**config.mk**
```make
export PLATFORM = sky130hd
export DESIGN_NAME = knn_vote
export DESIGN_NICKNAME = d
export VERILOG_FILES = /design/src/rtl/knn_pkg.sv /design/src/rtl/knn_type_counter.sv /design/src/rtl/knn_vote.sv
export SDC_FILE = /design/constraint.sdc
export NUM_CORES = 1
export LEC_CHECK = 0
export CORE_UTILIZATION = 40
export CTS_BUF_LIST = sky130_fd_sc_hd__clkbuf_4
export CTS_CLUSTER_DIAMETER = 100
export DETAILED_ROUTE_END_ITERATION = 6
export DONT_BUFFER_PORTS = 1
export PLACE_DENSITY = 0.57
export SYNTH_ARGS = -nofsm -noshare
export SYNTH_HDL_FRONTEND = slang
export SYNTH_HIERARCHICAL = 1
export SYNTH_SLANG_ARGS = --single-unit
```
**constraint.sdc**
```tcl
create_clock -name clk -period 9.1 [get_ports clk]
set_input_delay 1.365 -clock clk [delete_from_list [all_inputs] [get_ports clk]]
set_output_delay 1.365 -clock clk [all_outputs]
set_load 0.05 [all_outputs]
```
**src/rtl/knn_pkg.sv**
```systemverilog
// Shared definitions for the KNN classifier pipeline: default widths,
// vote FSM state encodings and the per-class count width helper.
package knn_pkg;

    localparam int KNN_TYPE_W = 3;
    localparam int KNN_L      = 5;

    localparam logic [1:0] IDLE   = 2'd0;
    localparam logic [1:0] COUNT  = 2'd1;
    localparam logic [1:0] SELECT = 2'd2;
    localparam logic [1:0] DONE   = 2'd3;

    // A count holds at most K, and first-occurrence positions use K as "not seen".
    function automatic int cnt_width(input int k);
        return $clog2(k + 1);
    endfunction

endpackage

```
**src/rtl/knn_type_counter.sv**
```systemverilog
// Per-class occurrence counters and first-occurrence positions for the vote stage,
// with a bulk clear, a single increment port and an asynchronous read port.
module knn_type_counter
    import knn_pkg::*;
#(
    parameter int TYPE_W = KNN_TYPE_W,
    parameter int K      = 5
) (
    input  logic                    clk,
    input  logic                    rst,
    input  logic                    clear,
    input  logic                    inc,
    input  logic [TYPE_W-1:0]       inc_type,
    input  logic [cnt_width(K)-1:0] inc_pos,
    input  logic [TYPE_W-1:0]       rd_type,
    output logic [cnt_width(K)-1:0] rd_count,
    output logic [cnt_width(K)-1:0] rd_first_pos
);

    localparam int T  = 1 << TYPE_W;
    localparam int CW = cnt_width(K);

    logic [CW-1:0] count     [T];
    logic [CW-1:0] first_pos [T];

    always_ff @(posedge clk or posedge rst) begin
        if (rst) begin
            for (int i = 0; i < T; i++) begin
                count[i]     <= '0;
                first_pos[i] <= '0;
            end
        end else if (clear) begin
            for (int i = 0; i < T; i++) begin
                count[i]     <= '0;
                first_pos[i] <= CW'(K);
            end
        end else if (inc) begin
            count[inc_type] <= count[inc_type] + CW'(1);
            // Only the first sighting of a class records its position.
            if (first_pos[inc_type] == CW'(K)) begin
                first_pos[inc_type] <= inc_pos;
            end
        end
    end

    assign rd_count     = count[rd_type];
    assign rd_first_pos = first_pos[rd_type];

endmodule

```
**src/rtl/knn_vote.sv**
```systemverilog
// Majority vote over the K nearest sorted labels; final stage of the KNN pipeline.
// Optional build macro KNN_VOTE_COUNT_OUT_EN adds the vote_count output.
module knn_vote
    import knn_pkg::*;
#(
    parameter int L      = KNN_L,
    parameter int TYPE_W = KNN_TYPE_W,
    parameter int K      = 5
) (
    input  logic                       clk,
    input  logic                       rst,
    input  logic                       valid_sort,
    input  logic [TYPE_W*(2**L)-1:0]   type_array_sorted,
    output logic [TYPE_W-1:0]          predicted_type,
    output logic                       valid_vote,
`ifdef KNN_VOTE_COUNT_OUT_EN
    output logic [cnt_width(K)-1:0]    vote_count,
`endif
    output logic                       busy
);

    localparam int N  = 2 ** L;
    localparam int CW = cnt_width(K);

    generate
        if (K < 1 || K > N) begin : g_bad_k
            $error("knn_vote: K must satisfy 1 <= K <= 2**L");
        end
        if (K < N) begin : g_upper
            logic unused_upper;
            assign unused_upper = ^type_array_sorted[TYPE_W*N-1:TYPE_W*K];
        end
    endgenerate

    logic [1:0]          state;
    logic                valid_sort_q;
    logic                start;
    logic [K*TYPE_W-1:0] latched;
    logic [CW-1:0]       idx;
    logic [TYPE_W-1:0]   cls;
    logic [CW-1:0]       best_count;
    logic [TYPE_W-1:0]   best_type;
    logic [CW-1:0]       best_pos;
    logic [TYPE_W-1:0]   cur_type;
    logic [CW-1:0]       rd_count;
    logic [CW-1:0]       rd_first_pos;
    logic                better;

    assign start    = valid_sort & ~valid_sort_q;
    assign busy     = (state != IDLE);
    assign cur_type = latched[int'(idx)*TYPE_W +: TYPE_W];

    // Equal counts fall back to the class seen nearest; empty classes never win ties.
    assign better = (rd_count > best_count) ||
                    ((rd_count == best_count) && (rd_count != '0) && (rd_first_pos < best_pos));

    knn_type_counter #(
        .TYPE_W (TYPE_W),
        .K      (K)
    ) u_counter (
        .clk          (clk),
        .rst          (rst),
        .clear        ((state == IDLE) && start),
        .inc          (state == COUNT),
        .inc_type     (cur_type),
        .inc_pos      (idx),
        .rd_type      (cls),
        .rd_count     (rd_count),
        .rd_first_pos (rd_first_pos)
    );

    always_ff @(posedge clk or posedge rst) begin
        if (rst) begin
            state          <= IDLE;
            valid_sort_q   <= 1'b0;
            latched        <= '0;
            idx            <= '0;
            cls            <= '0;
            best_count     <= '0;
            best_type      <= '0;
            best_pos       <= '0;
            predicted_type <= '0;
            valid_vote     <= 1'b0;
        end else begin
            valid_sort_q <= valid_sort;
            valid_vote   <= 1'b0;
            case (state)
                IDLE: begin
                    if (start) begin
                        latched    <= type_array_sorted[K*TYPE_W-1:0];
                        idx        <= '0;
                        cls        <= '0;
                        best_count <= '0;
                        best_type  <= '0;
                        best_pos   <= CW'(K);
                        state      <= COUNT;
                    end
                end
                COUNT: begin
                    idx <= idx + CW'(1);
                    if (idx == CW'(K - 1)) begin
                        state <= SELECT;
                    end
                end
                SELECT: begin
                    if (better) begin
                        best_count <= rd_count;
                        best_type  <= cls;
                        best_pos   <= rd_first_pos;
                    end
                    cls <= cls + TYPE_W'(1);
                    if (cls == '1) begin
                        state <= DONE;
                    end
                end
                DONE: begin
                    predicted_type <= best_type;
                    valid_vote     <= 1'b1;
                    state          <= IDLE;
                end
                default: state <= IDLE;
            endcase
        end
    end

`ifdef KNN_VOTE_COUNT_OUT_EN
    always_ff @(posedge clk or posedge rst) begin
        if (rst) begin
            vote_count <= '0;
        end else if (state == DONE) begin
            vote_count <= best_count;
        end
    end
`endif

endmodule

```
==> run_results.csv, run 1 <==
group,metric,value,unit
outcome,status,"finished clean",
layout,fin_util,43.5,%
clock_network,root_buffer,"clkbuf_4",
job,drv_cap,0,
worst_setup_path,worstRegToRegCells,13,
synthesis,synth_nets,552,
global_routing,grt_max_degree,52,
sta,fin_crit,3.83,ns
sta,skew,0.0216,ns
sta,slew_viol_final,0,
floorplanning,placement_rows,39,
layout,fillers,1120,
place,port_buffers,0,
global_routing,grtUsageMet1,26.2,%
floorplanning,initial_core_util,41.1,%
sta,slew_headroom,31.9,%
power,p_per_area,419,mW/mm2
worst_setup_path,crit_path_end_kind,"flop",
global_routing,grt_pass1_wl,17.3,mm
clock_network,htreeDepth,3,
sta,fin_crit_sh,42.1,%
routing,wl_per_cell,18.3,um
clock_network,cts_buffer_depth,2,
sta,fmax,261,MHz
place,dp_hpwl,7.05,mm
sta,finalSetupTns,0,ns
routing,vias,3374,
global_routing,use_met2,29.6,%
sta,setup_violations,0,
floorplanning,io_pins,104,
synthesis,synth_area_leaders,"dfrtp_1, mux4_2, mux2_2",
floorplanning,die_h,110,um
clock_network,cts_sinks,85,
synthesis,synth_edf_count,0,
synthesis,synth_warnings,6,
clock_network,post_cts_buffers,0,
global_routing,grt_pass1_vias,3277,
clock_network,cts_tree,"done",
clock_network,insertion_delay,0.45,ns
synthesis,yosys.area.top_type,"dfrtp_1",
global_routing,grt_use_met3,4.23,%
worst_setup_path,start_kind,"flop",
clock_network,postCtsHoldBufs,0,
worst_setup_path,cp.arrival,4.13,ns
synthesis,async_flop_share,100,%
routing,wl,10.6,mm
routing,detail-route-antenna-nets,0,
sta,worstMarginPinSlew,1.02,ns
global_routing,grt_remaining_overflow,0,
clock_network,ctsResizeCount,0,
routing,vias_per_cell,5.84,
worst_setup_path,worstPathMaxFanout,29,
worst_setup_path,worstPathRequired,9.39,ns
routing,drtIter0Drc,261,
global_routing,track_usage,19.1,%
layout,drive_gt1_share,16.3,%
floorplanning,die_w,110,um
worst_setup_path,crit_type,"flop to flop",
floorplanning,core_area,0.0114,mm2
power,leakage,0.00209,uW
synthesis,syn-mean-instance-area,10.7,um2
synthesis,yosys.cell_types.count,59,
synthesis,syn_inst,439,
sta,grt_setup_unrepaired,"no",
place,globalplace.congestion,0.788,
layout,nets,543,
global_routing,grt-busiest-layer,"met2",
synthesis,ys_seq_area_share,45.3,%
power,vdd_drop_max,0.162,mV
clock_network,cts_buffers,9,
synthesis,syn_area,0.00469,mm2
layout,syn2layout_area_growth,5.92,%
sta,finalHoldViolCount,0,
global_routing,antenna_found_initial,0,
synthesis,yosys.area.top_type_share,45.3,%
hold_path,whs_path_depth,1,
routing,drc_errors,0,
floorplanning,die-area,0.0122,mm2
synthesis,ys_ff_latch,85,
hold_path,hold_class,"flop to flop",
synthesis,synth_ff_type,"dfrtp_1",
clock_network,clk_pin_slew,0.15,ns
layout,diodes,0,
routing,first_pass_iters,4,
[per-layer routing]
| layer | wire length, um | vias to the layer above |
|---|---|---|
| li1 | - | 1589 |
| met5 | 0 | - |
| met2 | 5070 | 73 |
| met1 | 5000 | 1704 |
| met4 | 94 | 0 |
| met3 | 431 | 8 |
[per-stage QoR]
| stage | area [um2] | hold WS, ns | cells | power, uW | worst slack, ns |
|---|---|---|---|---|---|
| 6_report | 4970 | 0.523 | 578 | 2080 | 5.27 |
| 5_1_grt | 4970 | 0.543 | 578 | 2260 | 5.05 |
| 4_1_cts | 4970 | 0.527 | 578 | 2100 | 5.32 |
| 3_5_place_dp | 4810 | 0.494 | 562 | 1840 | 4.89 |
| 3_3_place_gp | 4810 | 0.490 | 562 | 1820 | 4.96 |
| 2_1_floorplan | 4690 | 0.460 | 439 | 1550 | 5.85 |
[layout make-up]
type | count | area [um2] | share of cell area (%)
clock buffer | 10 | 75.1 | 1.51
clock inverter | 6 | 87.6 | 1.76
inverter | 20 | 75.1 | 1.51
multi-input combinational | 309 | 2390 | 48.1
sequential | 85 | 2130 | 42.8
tap | 143 | 179 | 3.60
timing repair buffer | 5 | 37.5 | 0.755
[cells by family (layout without fill, tap and decap cells)]
kind of cell             after synthesis  in the layout  synth area share (%)
AND/OR/NAND/NOR                      146            146                  16.0
flip-flops                            85             85                  45.3
AO/OA/AOI/OAI                         81             81                  12.0
multiplexers                          65             65                  18.5
buffers and inverters                 45             41                  3.89
adder cells (fa/ha/maj)               14             14                  3.73
XOR/XNOR                               3              3                 0.560
[where the power goes]
| group | switching (uW) | internal (uW) | leakage, uW | total [uW] |
|---|---|---|---|---|
| clock network | 135 | 114 | 0.0000803 | 249 |
| registers | 175 | 526 | 0.00105 | 702 |
| logic | 677 | 455 | 0.000960 | 1130 |
[cell usage in the layout (no fill, tap or decap), types with 15 or more instances in the layout]
cell type,n
a21oi_1,17
dfrtp_1,85
inv_1,18
mux2_2,26
mux2i_1,24
mux4_2,15
nand2_1,26
nand2b_1,16
nand3_1,16
nor2_1,42
o21ai_0,16
[path summary, 6_finish.rpt]
kind / start / to / slack [ns]
min: latched[8] / latched[8] / 0.52
max in group asynchronous: rst / u_counter/count[12] / 7.44
min reg2reg: latched[8] / latched[8] / 0.52
min in group asynchronous: rst / latched[2] / 0.89
max: idx[2] / u_counter/count[14] / 5.27
max reg2reg: idx[2] / u_counter/count[14] / 5.27
[flip-flops by register name, summed over array words and instances, names as in the netlist]
| name | count |
|---|---|
| best_count | 3 |
| best_pos | 3 |
| best_type | 3 |
| cls | 3 |
| idx | 3 |
| latched | 15 |
| predicted_type | 3 |
| state | 2 |
| u_counter/count | 24 |
| u_counter/first_pos | 24 |
| valid_sort_q | 1 |
| valid_vote | 1 |
[critical path, cell delays in order (launching register included)]
cell and delay (ns):
dfrtp_1 0.62, mux2i_1 0.23, nor2_1 0.06, a21oi_1 0.17, o22ai_2 0.09, buf_4 0.24, inv_1 0.37, nand2_1 0.10
mux4_2 0.57, o21ai_0 0.13, ha_1 0.24, nor3b_1 0.07, a41oi_1 0.56, o21ai_0 0.21
[synth_stat cells, types with 2 or more instances]
master,number
o21bai_1,2
a32o_1,3
a2111oi_0,2
ha_1,14
a211oi_1,2
o21ai_0,16
nand3b_1,5
nor2_1,42
mux2i_1,24
and3_1,4
nor2b_1,5
nand4_1,3
o2111ai_1,4
a21oi_1,17
clkbuf_1,17
buf_2,5
o32ai_1,4
nand2b_1,16
buf_1,2
and2_1,2
nor3_1,14
o31ai_1,5
dfrtp_1,85
o22ai_1,4
mux2_2,26
o32a_1,2
nand2_1,26
nand3_1,16
or4b_1,3
a41oi_1,3
xnor2_1,2
mux4_2,15
inv_1,19
a21o_1,3
a31oi_1,3
Power figures use the tool's default switching activity.
==> run 2: changes to the inputs <==
PLACE_DENSITY = 0.59   (was 0.57)
clock period = 3.5 ns   (was 9.1 ns; I/O delays follow)
==> run 2 against run 1 <==
Against the previous run: final area grew 1.9%; global-route usage shrank 0.37 points; wire length is essentially flat; combinational power grew to 2.9 times the previous value; largest power group unchanged; utilization grew 0.81 points; cell count grew 2.4%; clock power grew 100%; sequential share of layout area shrank 0.78 points; clock skew is essentially flat.
==> run_results.csv, run 2 (synthesis results as in run 1) <==
group,metric,value,unit
layout,nets,557,
power,p_comb_share,58.8,%
layout,layout_commonest_cell,"dfrtp_1",
clock_network,cts_sinks,85,
worst_setup_path,cp.arrival,3.65,ns
hold_path,hold_class,"input port to asynchronous set/reset pin",
power,p_clk_share,9.2,%
power,vdd_drop_max,0.486,mV
routing,drc_errors,0,
clock_network,insertion_delay,0.44,ns
power,intPower,2870,uW
place,globalplace.congestion,0.822,
clock_network,cts_buffer_depth,2,
floorplanning,core_area,0.0114,mm2
sta,fin_crit,3.30,ns
layout,diodes,0,
global_routing,grt_pass1_wl,17.0,mm
floorplanning,initial_core_util,41.1,%
worst_setup_path,worstPathRequired,3.85,ns
sta,setup_violations,0,
worst_setup_path,r2r_start,"cls[1]",
global_routing,grt_max_degree,49,
sta,worstMarginPinSlew,1.06,ns
outcome,status,"finished clean",
routing,wl,10.6,mm
layout,top_regs,"u_counter/count (24), u_counter/first_pos (24), latched (15)",
sta,slew_headroom,29.2,%
layout,syn2layout_area_growth,7.89,%
sta,skew,0.0212,ns
sta,finalHoldViolCount,0,
routing,first_pass_iters,4,
floorplanning,die_h,110,um
layout,drive_gt1_share,19.2,%
routing,vias_per_cell,5.78,
worst_setup_path,worstRegToRegCells,8,
routing,vias,3424,
worst_setup_path,worstPathMaxFanout,15,
sta,slew_viol_final,0,
global_routing,antenna_found_initial,0,
sta,fmax,303,MHz
power,power_frac_seq,32.0,%
layout,fillers,1074,
layout,final_cell_mix,"dfrtp_1, nor2_1, nand2_1, mux2_2, mux2i_1",
clock_network,root_buffer,"clkbuf_4",
place,port_buffers,0,
clock_network,postCtsHoldBufs,0,
routing,wl_per_cell,17.9,um
global_routing,track_usage,18.7,%
sta,grt_setup_unrepaired,"no",
clock_network,post_cts_buffers,0,
power,netSwitchingPower,2650,uW
routing,drtIter0Drc,189,
place,dp_cells,576,
worst_setup_path,start_kind,"flop",
worst_setup_path,timing.rr.end,"best_pos[0]",
power,leakage,0.00215,uW
worst_setup_path,endpoint,"best_pos[0]",
sta,finalSetupTns,0,ns
floorplanning,placement_rows,39,
floorplanning,io_pins,104,
worst_setup_path,crit_path_end_kind,"flop",
power,p_per_area,1090,mW/mm2
clock_network,ctsResizeCount,0,
clock_network,htreeDepth,3,
worst_setup_path,critPathLaunch,"cls[1]",
clock_network,clk_pin_slew,0.15,ns
routing,detail-route-antenna-nets,0,
clock_network,cts_buffers,9,
job,drv_cap,0,
clock_network,cts_tree,"done",
floorplanning,die_w,110,um
floorplanning,die-area,0.0122,mm2
global_routing,grt_pass1_vias,3299,
worst_setup_path,crit_type,"flop to flop",
power,p_sw_share,48.0,%
global_routing,grt_remaining_overflow,0,
sta,fin_crit_sh,94.3,%
layout,finalNonFillerCells,592,
place,dp_hpwl,7.30,mm
worst_setup_path,r2r_setup_slack,0.20,ns
-- run 2: worst min-delay path by stage --
stage                                         end  slack (ns)  cells after the start
after floorplan           u_counter/first_pos[20]        0.46                      1
after global placement               best_type[0]        0.49                      2
after detailed placement             best_type[1]        0.49                      2
after CTS                              latched[7]        0.01                      2
after global routing                 valid_sort_q        0.05                      0
final                                      idx[2]        0.05                      2
-- run 2: metrics by stage --
stage	util, %	hold WS (ns)	area [um2]	power [uW]	setup slack (ns)
floorplan	-	0.460	4690	4040	0.246
global placement	43.2	0.488	4930	4890	0.152
detailed placement	43.2	0.494	4930	4940	0.146
CTS	44.2	0.0118	5050	5470	0.0980
global route	44.4	0.0483	5060	5960	0.00581
finish	44.4	0.0540	5060	5520	0.199
-- run 2: per-layer routing --
metal	global-route usage (%)	up-vias	part of all wire (%)
li1	-	1617	-
met1	26.8	1722	49
met2	27.6	75	46
met3	3.82	10	3.9
met4	7.14	0	1.3
met5	0	-	0
-- run 2: power groups by stage --
| stage | sequential [uW] | combinational (uW) | clock [uW] |
|---|---|---|---|
| after floorplan | 1660 | 2380 | 0 |
| after global placement | 1770 | 3120 | 0 |
| after detailed placement | 1780 | 3160 | 0 |
| after CTS | 1760 | 3170 | 542 |
| after global routing | 1830 | 3560 | 569 |
| final | 1770 | 3250 | 509 |
-- run 2: worst max-delay path, stage by stage (launching register included) --
cell and delay, ns:
dfrtp_1 0.82, mux4_2 0.43, mux2_2 0.32, ha_1 0.32, and3b_2 0.22, o21ai_0 0.38
o41a_1 0.42, a2111oi_0 0.13, nor3_1 0.16
-- run 2: final cells by class --
cell class	instances	area, um2	area share (%)
Tap cell	143	179	3.53
Sequential cell	85	2130	42.0
Inverter	20	75.1	1.48
Clock buffer	9	67.6	1.33
Clock inverter	7	51.3	1.01
Multi-Input combinational cell	309	2410	47.6
Timing Repair Buffer	19	155	3.06
